`src/rtl/pacc_sync_ctrl.sv`:
```
// pacc_sync_ctrl: search controller for a sliding-window correlation
// accumulator. It clears and enables the accumulator, waits for the window
// to fill, then looks for a plateau of PLAT consecutive valid samples whose
// |Re|+|Im| magnitude exceeds a threshold. On detection it reports the
// sample index and ignores HOLD further valid samples before going idle.
module pacc_sync_ctrl #(
    parameter int WIDTH = 23,
    parameter int WIN   = 64,
    parameter int PLAT  = 16,
    parameter int HOLD  = 320,
    parameter int CW    = 16
) (
    input  logic                    clk,
    input  logic                    rst_n,
    input  logic                    start,
    input  logic                    abort,
    input  logic                    in_valid,
    input  logic signed [WIDTH-1:0] sum_Re,
    input  logic signed [WIDTH-1:0] sum_Im,
    input  logic        [WIDTH:0]   thr,
    output logic                    acc_rst,
    output logic                    acc_ena,
    output logic                    busy,
    output logic                    det,
    output logic        [CW-1:0]    det_idx,
    output logic                    done,
    output logic        [2:0]       state
);

    localparam logic [2:0] S_IDLE   = 3'd0;
    localparam logic [2:0] S_FILL   = 3'd1;
    localparam logic [2:0] S_SEARCH = 3'd2;
    localparam logic [2:0] S_PLAT   = 3'd3;
    localparam logic [2:0] S_HOLD   = 3'd4;

    // Terminal values of the counters: the counter is compared before the
    // increment, so the last sample is the one seen at value N-1.
    localparam logic [CW-1:0] WIN_M1  = CW'(WIN - 1);
    localparam logic [CW-1:0] PLAT_M1 = CW'(PLAT - 1);
    localparam logic [CW-1:0] HOLD_M1 = CW'(HOLD - 1);
    localparam logic [CW-1:0] CNT_ONE = {{(CW-1){1'b0}}, 1'b1};
    localparam logic [CW-1:0] CNT_MAX = {CW{1'b1}};
    localparam logic [CW-1:0] CNT_ZERO = {CW{1'b0}};

    // Absolute value widened by one bit so the most negative input maps to
    // +2^(WIDTH-1) instead of wrapping.
    function automatic logic [WIDTH:0] abs_ext(input logic signed [WIDTH-1:0] x);
        logic [WIDTH:0] xe;
        xe = {x[WIDTH-1], x};
        if (x[WIDTH-1]) begin
            abs_ext = ~xe + {{WIDTH{1'b0}}, 1'b1};
        end else begin
            abs_ext = xe;
        end
    endfunction

    // Saturating increment for the sample index.
    function automatic logic [CW-1:0] sat_inc(input logic [CW-1:0] v);
        if (v == CNT_MAX) begin
            sat_inc = v;
        end else begin
            sat_inc = v + CNT_ONE;
        end
    endfunction

    logic [2:0]    r_state;
    logic [2:0]    w_next_state;
    logic [CW-1:0] r_idx;
    logic [CW-1:0] r_fill;
    logic [CW-1:0] r_run;
    logic [CW-1:0] r_hold;
    logic          r_det;
    logic          r_done;
    logic [CW-1:0] r_det_idx;
    logic [WIDTH:0] w_mag;
    logic          w_qual;
    logic          w_det_set;
    logic          w_done_set;
    logic          w_fill_last;
    logic          w_run_last;
    logic          w_hold_last;

    // Magnitude is at most 2^WIDTH, which fits the WIDTH+1 bit sum.
    assign w_mag       = abs_ext(sum_Re) + abs_ext(sum_Im);
    assign w_qual      = in_valid && (w_mag > thr);
    assign w_fill_last = (r_fill == WIN_M1);
    assign w_run_last  = (r_run == PLAT_M1);
    assign w_hold_last = (r_hold == HOLD_M1);

    // State register.
    always_ff @(posedge clk) begin
        if (!rst_n) begin
            r_state <= S_IDLE;
        end else begin
            r_state <= w_next_state;
        end
    end

    // Next-state decode plus the one-shot detect/done events.
    always_comb begin
        w_next_state = r_state;
        w_det_set    = 1'b0;
        w_done_set   = 1'b0;
        if (abort) begin
            w_next_state = S_IDLE;
        end else begin
            case (r_state)
                S_IDLE: begin
                    if (start) begin
                        w_next_state = S_FILL;
                    end else begin
                        w_next_state = S_IDLE;
                    end
                end
                S_FILL: begin
                    if (in_valid && w_fill_last) begin
                        w_next_state = S_SEARCH;
                    end else begin
                        w_next_state = S_FILL;
                    end
                end
                S_SEARCH: begin
                    // run is 0 here, so w_run_last is true only for PLAT=1.
                    if (w_qual && w_run_last) begin
                        w_next_state = S_HOLD;
                        w_det_set    = 1'b1;
                    end else if (w_qual) begin
                        w_next_state = S_PLAT;
                    end else begin
                        w_next_state = S_SEARCH;
                    end
                end
                S_PLAT: begin
                    if (w_qual && w_run_last) begin
                        w_next_state = S_HOLD;
                        w_det_set    = 1'b1;
                    end else if (w_qual) begin
                        w_next_state = S_PLAT;
                    end else if (in_valid) begin
                        w_next_state = S_SEARCH;
                    end else begin
                        w_next_state = S_PLAT;
                    end
                end
                S_HOLD: begin
                    if (in_valid && w_hold_last) begin
                        w_next_state = S_IDLE;
                        w_done_set   = 1'b1;
                    end else begin
                        w_next_state = S_HOLD;
                    end
                end
                default: begin
                    w_next_state = S_IDLE;
                end
            endcase
        end
    end

    // Sample index, fill, run and hold counters; only valid samples advance them.
    always_ff @(posedge clk) begin
        if (!rst_n) begin
            r_idx  <= CNT_ZERO;
            r_fill <= CNT_ZERO;
            r_run  <= CNT_ZERO;
            r_hold <= CNT_ZERO;
        end else if (abort) begin
            r_fill <= CNT_ZERO;
            r_run  <= CNT_ZERO;
            r_hold <= CNT_ZERO;
        end else begin
            case (r_state)
                S_IDLE: begin
                    if (start) begin
                        r_idx  <= CNT_ZERO;
                        r_fill <= CNT_ZERO;
                        r_run  <= CNT_ZERO;
                        r_hold <= CNT_ZERO;
                    end
                end
                S_FILL: begin
                    if (in_valid) begin
                        r_idx  <= sat_inc(r_idx);
                        r_fill <= r_fill + CNT_ONE;
                    end
                end
                S_SEARCH, S_PLAT: begin
                    if (in_valid) begin
                        r_idx <= sat_inc(r_idx);
                        if (w_qual) begin
                            r_run <= r_run + CNT_ONE;
                        end else begin
                            r_run <= CNT_ZERO;
                        end
                    end
                end
                S_HOLD: begin
                    if (in_valid) begin
                        r_idx  <= sat_inc(r_idx);
                        r_hold <= r_hold + CNT_ONE;
                    end
                end
                default: begin
                    r_run <= CNT_ZERO;
                end
            endcase
        end
    end

    // Registered detect/done pulses and the captured detection index.
    always_ff @(posedge clk) begin
        if (!rst_n) begin
            r_det     <= 1'b0;
            r_done    <= 1'b0;
            r_det_idx <= CNT_ZERO;
        end else begin
            r_det  <= w_det_set;
            r_done <= w_done_set;
            if (w_det_set) begin
                r_det_idx <= r_idx;
            end
        end
    end

    // Output decode from the state register.
    always_comb begin
        acc_rst = (r_state == S_IDLE);
        busy    = (r_state != S_IDLE);
        if (r_state != S_IDLE) begin
            acc_ena = in_valid;
        end else begin
            acc_ena = 1'b0;
        end
    end

    assign state   = r_state;
    assign det     = r_det;
    assign done    = r_done;
    assign det_idx = r_det_idx;

endmodule
```
`config.mk`:
```
export PLATFORM = sky130hd
export DESIGN_NAME = pacc_sync_ctrl
export DESIGN_NICKNAME = d
export VERILOG_FILES = /design/src/rtl/pacc_sync_ctrl.sv
export SDC_FILE = /design/constraint.sdc
export NUM_CORES = 1
export LEC_CHECK = 0
export CAP_MARGIN = 20
export CORE_ASPECT_RATIO = 1.25
export CORE_MARGIN = 10
export CORE_UTILIZATION = 55
export CTS_BUF_LIST = sky130_fd_sc_hd__clkbuf_8
export DETAILED_ROUTE_END_ITERATION = 10
export PLACE_DENSITY = 0.79
export SLEW_MARGIN = 20
export SYNTH_ARGS = -nofsm -noshare
export SYNTH_HDL_FRONTEND = slang
export SYNTH_SLANG_ARGS = --single-unit
```
`constraint.sdc`:
```
create_clock -name clk -period 9.8 [get_ports clk]
set_input_delay 2.94 -clock clk [delete_from_list [all_inputs] [get_ports clk]]
set_output_delay 2.94 -clock clk [all_outputs]
set_load 0.03 [all_outputs]
```
After elaboration in Yosys (flattened, before gate mapping) --
Index checks and enable logic that the tools add are counted.
Storage, ports and cells: register bits after elaboration 85, bits in latches 0, bits in writable memories 0, memory bits (read-only) 0, input port bits 75, output and inout port bits 24, word-level logic and storage cells 81, memories kept 0
Cells by class: add/sub/neg operators 7, multiply operators 0, div/mod/pow operators 0, magnitude comparators 1, equal/unequal tests 14, shift-type cells 0, muxes and demuxes 27, bitwise operators 6, reduce and logical (&&, ||, !) cells 18
Operator list (count):
- $mux W16 | 7
- $pmux W16 S2 | 3
- $add A16 B1 Y16 const B | 4
- $add A24 B1 Y24 const B | 2
- $mux W24 | 2
- $not A24 Y24 | 2
- $pmux W16 S3 | 1
- $add A24 B24 Y24 | 1
- $gt A24 B24 Y1 | 1
- $eq A16 B16 Y1 const B | 1
- $eq A16 B4 Y1 const B | 1
- $eq A16 B6 Y1 const B | 1
- $eq A16 B9 Y1 const B | 1
- $pmux W3 S5 | 1
- $mux W1 | 9
- $mux W3 | 3
- $reduce_and A3 Y1 | 3
- $ne A2 B2 Y1 const B | 4
- $eq A3 B2 Y1 const B | 2
- $reduce_bool A2 Y1 | 3
- $reduce_or A2 Y1 | 3
- $reduce_and A5 Y1 | 1
- $logic_and A1 B1 Y1 | 4
- $ne A2 B1 Y1 const B | 2
- other kinds (8) | 11

Depth between registers and ports, before layout --
depth in word-level cells 10, mapped depth 26, depth with buffers taken out 24

Worst setup path before layout --
No wires, ideal clock.
path type input-to-reg, start in sum_Re[1], end reg r_det_idx[10] (netlist: det_idx[10]), library setup time 0.072 ns, arrival time 8.285 ns, required time 9.728 ns, setup slack 1.444 ns, cell stages on the path 23, buffers on the path 1, path through inv_1 ha_1 or3b_2 or3_1 o31ai_1 xnor2_1 ha_1 nand4_1 nor4_1 o31ai_1 a311oi_1 a21o_1 o221ai_1 xnor2_1 ha_1 nand4_1 or4_1 or2_1 a21oi_1 a2111oi_4 nor3_4 buf_12 mux2i_1
Between the ends: longest elaborated chain between the ends 10
Ends and longest elaborated chain:
- from (decl) | line 18 | input logic signed [WIDTH-1:0] sum_Re,
- $not A24 Y24 | line 51 | abs_ext = ~xe + {{WIDTH{1'b0}}, 1'b1};
- $add A24 B1 Y24 | line 51
- $mux W24 (*) | line 50 | if (x[WIDTH-1]) begin
- $add A24 B24 Y24 (*) | line 84 | assign w_mag = abs_ext(sum_Re) + abs_ext(sum_Im);
- $gt A24 B24 Y1 (*) | line 85 | assign w_qual = in_valid && (w_mag > thr);
- $logic_and A1 B1 Y1 (*) | line 85
- $logic_and A1 B1 Y1 (*) | line 124, 134
- $mux W1 (*) | line 124, 134
- $mux W1 (*)
- $mux W1 (*) | line 104 | if (abort) begin
- to (signal assigned) | line 220 | r_det_idx <= r_idx;
- to (decl) | line 74 | logic [CW-1:0] r_det_idx;
Every way passes the cells marked *; elsewhere a longest branch is shown, timed or not. A chain may end at the register's enable or synchronous reset.

Final worst setup path --
start in sum_Re[0], end reg r_run[5]
Between the ends: longest elaborated chain between the ends 9
Ends and longest elaborated chain:
- $not A24 Y24 | line 51
- $add A24 B1 Y24 | line 51
- $mux W24 (*) | line 50
- $add A24 B24 Y24 (*) | line 84
- $gt A24 B24 Y1 (*) | line 85
- $logic_and A1 B1 Y1 (*) | line 85
- $mux W16 (*) | line 190 | if (w_qual) begin
- $mux W16 (*) | line 188 | if (in_valid) begin
- $pmux W16 S3 (*) | line 172 | case (r_state)
- to (signal assigned) | line 191 | r_run <= r_run + CNT_ONE;
- to (decl) | line 70 | logic [CW-1:0] r_run;
Every way passes the cells marked *; elsewhere a longest branch is shown, timed or not. The select of a mux whose other input is x is not followed.

==> results.toml <==
[outcome]
outcome = "complete, no violations"

[critical_path]
startpoint_type = "input port"
path_buf_inv = 3
critical_path.top_delay_family = "simple AND/OR/NAND/NOR gates"
r2r_start = "state[2]"
cp_cell_sequence = "clkdlybuf4s50_1 > inv_1 > ha_1 > or3b_2 > or3_1 > o31ai_1 > xnor2_1 > ha_1 > nand4_1 > nor4_1 > o31ai_1 > a311oi_1 > buf_4 > a21o_1 > o221ai_1 > xnor2_1 > ha_1 > nand4_1 > or4_1 > or2_1 > nor2_1 > or4_1 > o22a_1 > nor2_1"
path_common_cell = "ha_1"
critPathMaxFanout = 15
crit_required_ps = 10040
r2r_setup_slack_ps = 7160
critPathMaxStageDelay_ps = 580
cp.arrival_ps = 9370
cp_slowest_cell = "or4_1"
critPathCaptureType = "register"
crit_type = "input port to register"
timing.reg2reg.worst_path_depth = 7
r2r_end = "r_run[15]"

[logic_synthesis]
ys.flop_type = "dfxtp_1"
synth_area_um2 = 6400
yosysWarnings = 0
ys_seq_area_share_pct = 26.6
synth_largest_area_cell = "dfxtp_1"
syn_nets = 936
syn_inst = 807
synth_cell_types = 59
ys_ff_latch = 85
synth_top_area_share_pct = 26.6
synth-edff-count = 0
avgSynthCellArea_um2 = 7.93
synthArstFlopShare_pct = 0
synth_area_leaders = "dfxtp_1 27%, ha_1 10%, xnor2_1 8.9%"

[final_layout]
register_area_um2 = 1700
syn2layout_area_growth_pct = 20.0
drive_gt1_share_pct = 3.77
multi_input_area_um2 = 4430
final_cells = 1039
diodes = 0
n_fill_cell = 985
layout_commonest_cell = "nand2_1"
fin_nets = 1025
layout_common_cells = "101 x nand2_1, 98 x clkdlybuf4s50_1, 85 x dfxtp_1"

[route]
firstDrtPassIters = 4
wl_met3_um = 830
drt_wl_total_um = 16400
vias_per_cell = 5.72
vias = 5946
routedLengthMet1_um = 6730
drc = 0
ant_nets = 0
maxUsedRoutingLayer = "met4"
wire_per_inst_um = 15.8
dr_wl_met2_um = 8390
dr.first_iter.drc_count = 316

[timing]
hold_viol_final = 0
finalSetupViolCount = 0
relSlewSlack_pct = 39.1
fmax_mhz = 110
skew_ps = 13.3
fin_crit_ps = 9130
final_max_slew_viol_count = 0
rsz0062_at_grt = "no"
layout_setup_ws_ps = 673
period_share_pct = 93.1
finalSetupTns_ps = 0
tightest_slew_ps = 912

[hold_path]
hold_start = "det_idx[2]"
hold_path_end = "det_idx[2]"
hold_depth = 2
hold_class = "register to register"

[pwr]
p_leak_nw = 2.92
ir_drop_uv = 69.1
power.density_nw_per_um2 = 125

[cts]
clk_root_buffer_cell = "clkbuf_8"
cts-htree-levels = 3
cts_tree = "yes"
cts-buffers-inserted = 9
path_clk_slew_ps = 90
insertion_delay_ps = 370
cts_max_path_buffers = 2
clock-sinks = 85
post_cts_buffers = 0
postCtsResizedCells = 0
holdBufCountCts = 0

[grt]
gr-total-overflow = 0
grt_pass1_vias = 6110
gr-usage-all-layers_pct = 20.1
grt_start_max_net_pins = 38
grt_pass1_wl_um = 27600
antenna_found_initial = 0

[die]
die_area_um2 = 16400
start_util_pct = 55.6
die_w_um = 116
core-area_um2 = 11500
rows = 44
die_height_um = 141
ios = 99

[place]
placed_cells = 1023
dp.final_hpwl_um = 13300
numPortBuffers = 98
pre_cts_ws_ps = 346
place_congestion = 0.910

[flow_run]
cap_violations = 0
-- flip-flops by register name, indices dropped and copies added (netlist names) --
signal   flops
r_fill      16
r_idx       16
det          1
done         1
state        3
det_idx     16
r_run       16
r_hold      16
-- layout make-up --
type | instances | share of cell area [%]
Tap cell | 138 | 2.25
Multi-Input combinational cell | 661 | 57.7
Clock inverter | 6 | 1.12
Sequential cell | 85 | 22.2
Timing Repair Buffer | 102 | 13.2
Clock buffer | 10 | 1.79
Inverter | 37 | 1.81
-- how the worst max path moves through the flow --
stage	from	endpoint	slack [ps]	cells after the start
CTS	sum_Re[0]	r_run[5]	690	24
finish	sum_Re[0]	r_run[5]	670	24
global route	sum_Re[0]	r_run[8]	310	24
global placement	sum_Re[0]	r_run[12]	590	24
detailed placement	sum_Re[0]	r_run[7]	350	24
floorplan	sum_Re[1]	det_idx[10]	1440	23
-- power by group --
group | total, mW | internal, mW | switching (mW)
Sequential | 0.346 | 0.345 | 0.000803
Combinational | 0.338 | 0.159 | 0.179
Clock | 0.277 | 0.150 | 0.127
Total | 0.962 | 0.655 | 0.307
-- cell usage after synthesis, drive strengths merged, types with 2 or more instances --
| master | number |
|---|---|
| o31ai | 14 |
| a31o | 2 |
| o21a | 5 |
| a211oi | 3 |
| o22ai | 3 |
| a211o | 2 |
| nand2b | 13 |
| o21bai | 3 |
| and3 | 14 |
| nor4 | 14 |
| buf | 2 |
| clkbuf | 22 |
| or4 | 8 |
| or2 | 5 |
| nand4b | 2 |
| nand2 | 101 |
| a21o | 19 |
| a21oi | 33 |
| or3 | 9 |
| o21ai | 31 |
| xnor2 | 65 |
| nor4b | 4 |
| nor3 | 16 |
| a31oi | 2 |
| inv | 37 |
| ha | 53 |
| nand4 | 26 |
| o211ai | 4 |
| xor2 | 46 |
| dfxtp | 85 |
| o41ai | 5 |
| and4 | 4 |
| nor2b | 8 |
| nand3 | 28 |
| nor2 | 84 |
| a311oi | 2 |
| and2 | 2 |
| mux2i | 19 |
-- cell families (layout without fill, tap and decap cells) --
| logic type | after synthesis | count (layout) | synth area share (%) |
|---|---|---|---|
| AO/OA/AOI/OAI | 136 | 136 | 14.0 |
| XOR/XNOR | 111 | 111 | 15.2 |
| adder cells (fa/ha/maj) | 54 | 54 | 10.7 |
| flip-flops | 85 | 85 | 26.6 |
| buffers and inverters | 61 | 155 | 4.16 |
| AND/OR/NAND/NOR | 341 | 341 | 26.4 |
| multiplexers | 19 | 19 | 2.97 |
-- worst reg2reg max path, cell delays in order (launching register included) --
cell	delay, ps
dfxtp_1	510
or4b_1	670
nand3_1	290
nand3_1	190
nor4_1	480
nand4_1	190
xor2_1	160
nor2_1	50
-- through the flow --
step	hold WS [ps]	utilization, %	instance area (um2)	total power [mW]
3_5_place_dp	447	64.8	7460	0.689
4_1_cts	464	66.8	7680	0.964
5_1_grt	480	66.8	7680	1.02
2_1_floorplan	449	-	6400	0.591
3_3_place_gp	441	64.8	7460	0.676
6_report	463	66.8	7680	0.962
-- per-layer routing --
layer	track usage, %	vias to the layer above
met3	3.86	34
met5	0	-
met1	21.7	2736
met4	8.38	0
met2	36.7	164
li1	-	3012
(Power assumes the default switching activity.)
